**config.mk**
```make
export PLATFORM = sky130hd
export DESIGN_NAME = mem_stage
export DESIGN_NICKNAME = d
export VERILOG_FILES = /design/src/rtl/mem_stage_pkg.sv /design/src/rtl/mem_stage_load_align.sv /design/src/rtl/mem_stage.sv
export SDC_FILE = /design/constraint.sdc
export NUM_CORES = 1
export LEC_CHECK = 0
export ABC_AREA = 1
export CAP_MARGIN = 10
export CORE_MARGIN = 2
export CORE_UTILIZATION = 39
export CTS_BUF_LIST = sky130_fd_sc_hd__clkbuf_16
export DETAILED_ROUTE_END_ITERATION = 8
export PLACE_DENSITY = 0.82
export SYNTH_ARGS = -nofsm -noshare
export SYNTH_HDL_FRONTEND = slang
export SYNTH_HIERARCHICAL = 1
export SYNTH_SLANG_ARGS = --single-unit
```
**constraint.sdc**
```tcl
create_clock -name clk -period 1.2 [get_ports clk]
set_clock_uncertainty 0.1 [all_clocks]
set_input_delay 0.18 -clock clk [delete_from_list [all_inputs] [get_ports clk]]
set_output_delay 0.18 -clock clk [all_outputs]
set_load 0.05 [all_outputs]
```
**src/rtl/mem_stage_pkg.sv**
```systemverilog
// mem_stage_pkg: shared types and constants for the MEM pipeline stage.
//   - ld_op encodings
//   - EXE->MEM and MEM->WB bus widths, field offsets and packed struct views
package mem_stage_pkg;

  typedef enum logic [2:0] {
    LD_W  = 3'b000,
    LD_B  = 3'b001,
    LD_H  = 3'b010,
    LD_BU = 3'b011,
    LD_HU = 3'b100
  } ld_op_e;

  localparam int ES2MS_BUS_W = 74;
  localparam int MS2WS_BUS_W = 70;

  // es2ms_bus = {pc, alu_result, res_from_mem, ld_op, dest, gr_we}
  localparam int ES_GR_WE     = 0;
  localparam int ES_DEST_LSB  = 1;
  localparam int ES_LD_OP_LSB = 6;
  localparam int ES_RES_MEM   = 9;
  localparam int ES_ALU_LSB   = 10;
  localparam int ES_PC_LSB    = 42;

  // ms2ws_bus = {pc, final_result, gr_we, dest}
  localparam int MS_DEST_LSB  = 0;
  localparam int MS_GR_WE     = 5;
  localparam int MS_RES_LSB   = 6;
  localparam int MS_PC_LSB    = 38;

  typedef struct packed {
    logic [31:0] pc;
    logic [31:0] alu_result;
    logic        res_from_mem;
    logic [2:0]  ld_op;
    logic [4:0]  dest;
    logic        gr_we;
  } es2ms_bus_t;

  typedef struct packed {
    logic [31:0] pc;
    logic [31:0] final_result;
    logic        gr_we;
    logic [4:0]  dest;
  } ms2ws_bus_t;

endpackage

```
**src/rtl/mem_stage_load_align.sv**
```systemverilog
// load_align: combinational sub-word load extraction.
//   rdata  : 32-bit word read from data SRAM
//   addr   : low address bits selecting byte/halfword lane
//   ld_op  : load type (unknown encodings act as a full word)
//   data   : extracted, sign- or zero-extended result
// Present only when MEM_SUBWORD_LD_EN is defined.
`ifdef MEM_SUBWORD_LD_EN
module load_align
  import mem_stage_pkg::*;
(
  input  logic [31:0] rdata,
  input  logic [1:0]  addr,
  input  logic [2:0]  ld_op,
  output logic [31:0] data
);

  logic [7:0]  byte_sel;
  logic [15:0] half_sel;

  always_comb begin
    byte_sel = rdata[7:0];
    case (addr)
      2'd0: byte_sel = rdata[7:0];
      2'd1: byte_sel = rdata[15:8];
      2'd2: byte_sel = rdata[23:16];
      2'd3: byte_sel = rdata[31:24];
      default: byte_sel = rdata[7:0];
    endcase
    // addr[0] ignored for halfwords: misaligned accesses just use lane addr[1]
    half_sel = addr[1] ? rdata[31:16] : rdata[15:0];
  end

  always_comb begin
    data = rdata;
    case (ld_op)
      LD_B:    data = {{24{byte_sel[7]}}, byte_sel};
      LD_H:    data = {{16{half_sel[15]}}, half_sel};
      LD_BU:   data = {24'd0, byte_sel};
      LD_HU:   data = {16'd0, half_sel};
      default: data = rdata;
    endcase
  end

endmodule
`endif

```
**src/rtl/mem_stage.sv**
```systemverilog
// mem_stage: MEM pipeline stage. Registers the EXE->MEM bus, merges the
// synchronous SRAM read data (valid only in the first cycle after entry) and
// holds it in a buffer so the result stays stable across WB stalls.
// Ports:
//   clk, resetn            clock, async active-low reset
//   es2ms_valid/es2ms_bus  incoming instruction from EXE
//   ms_allowin             MEM can accept this cycle
//   ws_allowin             WB can accept
//   ms2ws_valid/ms2ws_bus  outgoing instruction to WB
//   data_sram_rdata        SRAM read data (cycle after EXE request)
//   mem_dest/mem_rf_we/mem_fwd_data/mem_is_load  hazard / forwarding info
// Config: define MEM_SUBWORD_LD_EN for byte/halfword loads; otherwise every
// load returns the full word.
module mem_stage
  import mem_stage_pkg::*;
#(
  parameter int DATA_W = 32
) (
  input  logic                   clk,
  input  logic                   resetn,
  input  logic                   es2ms_valid,
  output logic                   ms_allowin,
  input  logic [ES2MS_BUS_W-1:0] es2ms_bus,
  input  logic                   ws_allowin,
  output logic                   ms2ws_valid,
  output logic [MS2WS_BUS_W-1:0] ms2ws_bus,
  input  logic [DATA_W-1:0]      data_sram_rdata,
  output logic [4:0]             mem_dest,
  output logic                   mem_rf_we,
  output logic [DATA_W-1:0]      mem_fwd_data,
  output logic                   mem_is_load
);

  es2ms_bus_t es_in;
  assign es_in = es2ms_bus;

  logic              ms_valid_q,     ms_valid_d;
  logic              first_cyc_q,    first_cyc_d;
  logic              buf_vld_q,      buf_vld_d;
  logic [DATA_W-1:0] rdata_buf_q,    rdata_buf_d;
  logic [31:0]       pc_q,           pc_d;
  logic [DATA_W-1:0] alu_result_q,   alu_result_d;
  logic              res_from_mem_q, res_from_mem_d;
  logic [4:0]        dest_q,         dest_d;
  logic              gr_we_q,        gr_we_d;

  logic              accept;
  logic [DATA_W-1:0] rdata_eff;
  logic [DATA_W-1:0] load_data;
  logic [DATA_W-1:0] final_result;

  // ready_go is constant 1, so allowin depends only on WB
  assign ms_allowin = !ms_valid_q || ws_allowin;
  assign accept     = es2ms_valid && ms_allowin;

  always_comb begin
    ms_valid_d     = ms_allowin ? es2ms_valid : ms_valid_q;
    first_cyc_d    = accept;
    pc_d           = pc_q;
    alu_result_d   = alu_result_q;
    res_from_mem_d = res_from_mem_q;
    dest_d         = dest_q;
    gr_we_d        = gr_we_q;
    buf_vld_d      = buf_vld_q;
    rdata_buf_d    = rdata_buf_q;
    if (first_cyc_q && res_from_mem_q) begin
      buf_vld_d   = 1'b1;
      rdata_buf_d = data_sram_rdata;
    end
    // a new entry always starts with an empty buffer, even back-to-back
    if (accept) begin
      buf_vld_d      = 1'b0;
      pc_d           = es_in.pc;
      alu_result_d   = es_in.alu_result;
      res_from_mem_d = es_in.res_from_mem;
      dest_d         = es_in.dest;
      gr_we_d        = es_in.gr_we;
    end
  end

  always_ff @(posedge clk or negedge resetn) begin
    if (!resetn) begin
      ms_valid_q     <= 1'b0;
      first_cyc_q    <= 1'b0;
      buf_vld_q      <= 1'b0;
      rdata_buf_q    <= '0;
      pc_q           <= '0;
      alu_result_q   <= '0;
      res_from_mem_q <= 1'b0;
      dest_q         <= '0;
      gr_we_q        <= 1'b0;
    end else begin
      ms_valid_q     <= ms_valid_d;
      first_cyc_q    <= first_cyc_d;
      buf_vld_q      <= buf_vld_d;
      rdata_buf_q    <= rdata_buf_d;
      pc_q           <= pc_d;
      alu_result_q   <= alu_result_d;
      res_from_mem_q <= res_from_mem_d;
      dest_q         <= dest_d;
      gr_we_q        <= gr_we_d;
    end
  end

  // SRAM data is only live in the entry cycle; afterwards use the held copy
  assign rdata_eff = first_cyc_q ? data_sram_rdata
                                 : (buf_vld_q ? rdata_buf_q : '0);

`ifdef MEM_SUBWORD_LD_EN
  logic [2:0] ld_op_q, ld_op_d;

  always_comb begin
    ld_op_d = ld_op_q;
    if (accept) ld_op_d = es_in.ld_op;
  end

  always_ff @(posedge clk or negedge resetn) begin
    if (!resetn) ld_op_q <= '0;
    else         ld_op_q <= ld_op_d;
  end

  load_align u_load_align (
    .rdata (rdata_eff),
    .addr  (alu_result_q[1:0]),
    .ld_op (ld_op_q),
    .data  (load_data)
  );
`else
  logic unused_ld_op;
  assign unused_ld_op = ^es_in.ld_op;
  assign load_data    = rdata_eff;
`endif

  assign final_result = res_from_mem_q ? load_data : alu_result_q;

  ms2ws_bus_t ws_out;
  always_comb begin
    ws_out.pc           = pc_q;
    ws_out.final_result = final_result;
    ws_out.gr_we        = gr_we_q;
    ws_out.dest         = dest_q;
  end

  assign ms2ws_valid  = ms_valid_q;
  assign ms2ws_bus    = ws_out;

  assign mem_dest     = ms_valid_q ? dest_q : 5'd0;
  assign mem_rf_we    = ms_valid_q && gr_we_q;
  assign mem_fwd_data = ms_valid_q ? final_result : '0;
  assign mem_is_load  = ms_valid_q && res_from_mem_q;

endmodule

```
==> results of run 1 <==
kinds of logic after synthesis:
kind of cell / after synthesis / share of synthesized area (%)
and+or+nand+nor: 513 / 38.91
DFF: 106 / 51.91
buffers and inverters: 87 / 9.084
AOI/OAI and AO/OA: 1 / 0.09785
per-stage QoR:
stage | instance area [sq um] | TNS (ns) | cells | hold WS, ns
CTS | 11720 | -78.06 | 1181 | 0.1244
global placement | 10060 | -40.14 | 1108 | -0.05028
detailed placement | 10060 | -46.49 | 1108 | -0.04931
floorplan | 6351 | -38.75 | 707 | -0.2156
repair_timing:
action | CTS
resized for setup | 176
endpoints found under the hold margin | 106
hold buffers | 1
buffers inserted | 38
pin swaps | 74
gates cloned | 19
endpoints found under the setup margin | 214
==> impl_metrics.py, run 1 <==
metrics = {
    "clock_tree": {
        "htree_levels": 3,
        "clock-sinks": 106,
        "clockBufferDepth": 2,
        "cts-root-buf": "clkbuf_16",
        "numCtsBuffers": 9,
    },
    "synth": {
        "yosys_most_used_dff": "dfrtp_1",
        "synth-edff-count": 0,
        "async_flop_share_pct": 100.0,
        "yosysTopAreaCellShare_pct": 51.91,
        "netlist_instances": 707,
        "ys_types": 15,
        "synth_commonest_cells": "nand2_1 (382), dfrtp_1 (106), nor2_1 (94), inv_1 (44), nand3_1 (32)",
        "ys_ff_latch": 106,
        "syn_nets": 817,
        "yosys.area.top_type": "dfrtp_1",
        "syn_area_per_cell_sq_um": 7.228,
        "syn-cell-area_sq_mm": 0.005110,
        "yosysWarningCount": 6,
        "synth_area_leaders": "dfrtp_1 (52%), nand2_1 (28%), nor2_1 (6.9%)",
        "ys_seq_area_share_pct": 51.91,
        "synth_most_common_cell": "nand2_1",
    },
    "status": {
        "failing_step": "5_1_grt",
        "error_line": "[ERROR DPL-0033] detailed placement checks failed during check placement.",
        "status": "aborted with a tool error",
    },
    "grt": {
        "grt_antenna_before_repair": 1,
        "grt_max_degree": 42,
    },
    "floorplan": {
        "ios": 221,
        "start_util_pct": 40.17,
        "die_h_um": 118.5,
        "die_w_um": 118.5,
        "rows": 41,
    },
    "placed_design": {
        "post-dp-hpwl_mm": 14.10,
        "place_ws_ns": -0.4057,
        "io_buffer_count": 217,
        "place_congestion": 0.7589,
    },
    "sta": {
        "grt-worst-endpoint": "ms2ws_bus[35]",
        "worst_endpoint_kind": "output port",
    },
}
==> run 2: changes to the inputs <==
--- a/config.mk
+++ b/config.mk
@@ -8,10 +8,9 @@
 export ABC_AREA = 1
 export CAP_MARGIN = 10
 export CORE_MARGIN = 2
-export CORE_UTILIZATION = 39
-export CTS_BUF_LIST = sky130_fd_sc_hd__clkbuf_16
+export CORE_UTILIZATION = 40
 export DETAILED_ROUTE_END_ITERATION = 8
-export PLACE_DENSITY = 0.82
+export PLACE_DENSITY_LB_ADDON = 0.15
 export SYNTH_ARGS = -nofsm -noshare
 export SYNTH_HDL_FRONTEND = slang
 export SYNTH_HIERARCHICAL = 1
==> constraint.sdc (replaced) <==
create_clock -name clk -period 1.55 [get_ports clk]
set_clock_uncertainty 0.1 [all_clocks]
set_input_delay 0.2325 -clock clk [delete_from_list [all_inputs] [get_ports clk]]
set_output_delay 0.2325 -clock clk [all_outputs]
set_load 0.05 [all_outputs]
==> run 2 against run 1 <==
The flow now finishes, with violations (setup timing). Area after synthesis unchanged. Synthesized cell count unchanged.
==> impl_metrics.py, run 2 <==
metrics = {
    "status": {
        "status": "complete, but fails checks",
        "violations": "setup timing",
    },
    "finish": {
        "finalNonFillerCells": 1136,
        "reg_top3": "alu_result_q: 32 flops, pc_q: 32 flops, rdata_buf_q: 32 flops",
        "area_growth_pct": 92.95,
        "nets": 1069,
        "layout_commonest_cell": "nand2_1",
        "drive_gt1_share_pct": 32.78,
        "fill_cells": 817,
        "layout_common_cells": "nand2_1 (359), buf_12 (126), clkdlybuf4s50_1 (105), dfrtp_1 (104), nor2_4 (51)",
        "diodes": 0,
    },
    "grt": {
        "track_usage_pct": 26.06,
        "grt_pass1_wl_mm": 27.75,
        "grt_overflow": 0,
        "grt_antenna_before_repair": 0,
        "grt_pass1_vias": 5722,
        "grt_max_degree": 52,
    },
    "power": {
        "leakage_nw": 4.913,
        "seq_power_share_pct": 30.4,
        "powerDensity_mw_per_mm2": 1222,
        "p_sw_w": 0.004628,
        "clock_power_share_pct": 20.5,
        "combPwrFrac_pct": 49.1,
        "p_int_w": 0.007418,
        "max-vdd-ir-drop_uv": 708.4,
        "switching_share_pct": 38.42,
        "p_total_w": 0.01205,
    },
    "synth": {
        "synth_most_common_cell": "nand2_1",
        "yosys_most_used_dff": "dfrtp_1",
        "synth-edff-count": 0,
        "syn_nets": 817,
        "ys_ff_latch": 106,
        "syn-cell-area_sq_mm": 0.005110,
        "yosysWarningCount": 6,
        "yosys.area.top_type": "dfrtp_1",
        "async_flop_share_pct": 100.0,
        "ys_types": 15,
        "syn_area_per_cell_sq_um": 7.228,
        "yosysTopAreaCellShare_pct": 51.91,
        "netlist_instances": 707,
        "ys_seq_area_share_pct": 51.91,
        "synth_area_leaders": "dfrtp_1 (52%), nand2_1 (28%), nor2_1 (6.9%)",
        "synth_commonest_cells": "nand2_1 (382), dfrtp_1 (106), nor2_1 (94), inv_1 (44), nand3_1 (32)",
    },
    "clock_tree": {
        "htree_levels": 3,
        "clock-sinks": 106,
        "cts_tree": "done",
        "clockBufferDepth": 2,
        "cts.clk_slew.worst_paths_ns": 0.07,
        "clk_latency_ns": 0.34,
        "numCtsBuffers": 9,
        "cts-root-buf": "clkbuf_16",
    },
    "sta": {
        "fin_crit_sh_pct": 129.4,
        "fin_ws_ns": -0.4552,
        "slew_viol_final": 0,
        "setup_viol": 66,
        "rsz0062_at_grt": "true",
        "max_freq_mhz": 498.7,
        "tightest_slew_ns": 0.4149,
        "hold_viol_final": 0,
        "slew_headroom_pct": 72.34,
        "min_period_ns": 2.005,
    },
    "placed_design": {
        "post-dp-hpwl_mm": 12.28,
        "io_buffer_count": 217,
        "dp.cells": 1118,
        "place_congestion": 0.7961,
    },
    "detailed_routing": {
        "wl_met3_mm": 1.463,
        "vias": 5418,
        "routed_via_density": 4.769,
        "avgRoutedWirePerCell_um": 15.19,
        "drtIter0Drc": 328,
        "first_pass_iters": 5,
        "topRoutingLayerUsed": "met4",
        "drt-met1-wl_mm": 6.369,
        "drc": 0,
        "routed_wl_mm": 17.26,
        "met2_length_mm": 9.067,
        "ant_nets": 0,
    },
    "setup_path": {
        "cp.arrival_ns": 1.67,
        "path_class": "flip-flop to output pin",
        "endpoint_kind": "output pin",
        "critical_path_required_ns": 1.22,
        "cp_max_fo": 21,
        "start_kind": "flip-flop",
    },
    "floorplan": {
        "rows": 41,
        "core_area_sq_mm": 0.01257,
        "die_h_um": 117.0,
        "dieArea_sq_mm": 0.01369,
        "start_util_pct": 40.66,
        "die_w_um": 117.0,
        "ios": 221,
    },
    "worst_hold_path": {
        "hold_path.class": "primary input to asynchronous set/reset pin",
    },
    "run": {
        "maxCapViolCount": 0,
    },
}
[run 2: worst paths after layout]
check	from	endpoint	slack, ns	depth (start not counted)
max	res_from_mem_q$_DFFE_PN0P_	mem_fwd_data[19]	-0.46	8
min	resetn	alu_result_q[3]$_DFFE_PN0P_	0.25	2
max reg2reg	ms2ws_valid$_DFFE_PN0P_	alu_result_q[21]$_DFFE_PN0P_	0.13	8
min reg2reg	rdata_buf_q[31]$_DFFE_PN0P_	rdata_buf_q[31]$_DFFE_PN0P_	0.37	2
max in group asynchronous	resetn	res_from_mem_q$_DFFE_PN0P_	0.58	3
min in group clk	es2ms_bus[58]	pc_q[16]$_DFFE_PN0P_	0.31	3
[run 2: area by class of cell]
class                           count  area [sq um]  share of cell area (%)
Clock buffer                       11         242.7                   2.462
Clock inverter                      5         77.57                  0.7868
Inverter                           46         180.2                   1.827
Multi-Input combinational cell    514          2511                   25.47
Sequential cell                   106          2655                   26.93
Tap cell                          172         215.2                   2.183
Timing Repair Buffer              282          3978                   40.34
[run 2: cells by family (layout without fill, tap and decap cells)]
family                 count (synthesis)  after routing  synth area share (%)
AND/OR/NAND/NOR                      513            513                 38.91
flip-flops                           106            106                 51.91
buffers and inverters                 87            344                 9.084
AO/OA/AOI/OAI                          1              1               0.09785
[run 2: critical path, cell delays in order, from the launching register on]
cell and delay [ns]:
dfrtp_2 0.46, inv_2 0.10, buf_12 0.17, nand2_1 0.06, nand2_1 0.07, nor2_2 0.05, buf_4 0.13, nor2_4 0.13
buf_12 0.14
[run 2: layer usage]
metal | vias to the layer above | global-route usage (%)
met5 | - | 0
met4 | 0 | 8.706
met3 | 20 | 7.775
met2 | 210 | 46.78
met1 | 2596 | 29.70
li1 | 2592 | -
[run 2: power groups by stage]
stage | registers, W | logic (W) | clock network (W)
after floorplan | 0.00403 | 0.00243 | 0
after global placement | 0.00366 | 0.00557 | 0
after detailed placement | 0.00369 | 0.00568 | 0
after CTS | 0.00365 | 0.00583 | 0.00250
after global routing | 0.00372 | 0.00624 | 0.00261
final | 0.00366 | 0.00591 | 0.00247
[run 2: what timing repair did]
item	4_1_cts	5_1_grt
cloned	0	0
gates resized for setup	61	49
hold buffers	1	0
endpoints found under the setup margin	72	72
hold endpoints to repair	23	0
setup buffers	0	2
pin swaps	9	15
[run 2: through the flow]
| stage | utilization, % | setup TNS [ns] | hold WS [ns] | worst slack (ns) | area, sq um |
|---|---|---|---|---|---|
| after floorplan | - | -2.538 | -0.1631 | -0.08721 | 5383 |
| after global placement | 73.33 | -2.965 | 0.08123 | -0.1200 | 9216 |
| after detailed placement | 73.33 | -5.406 | 0.09215 | -0.1601 | 9216 |
| after CTS | 77.38 | -23.74 | 0.2674 | -0.4549 | 9726 |
| after global routing | 78.45 | -27.84 | 0.2943 | -0.5384 | 9859 |
| final | 78.45 | -23.10 | 0.2525 | -0.4552 | 9859 |
Power figures use the tool's default switching activity.
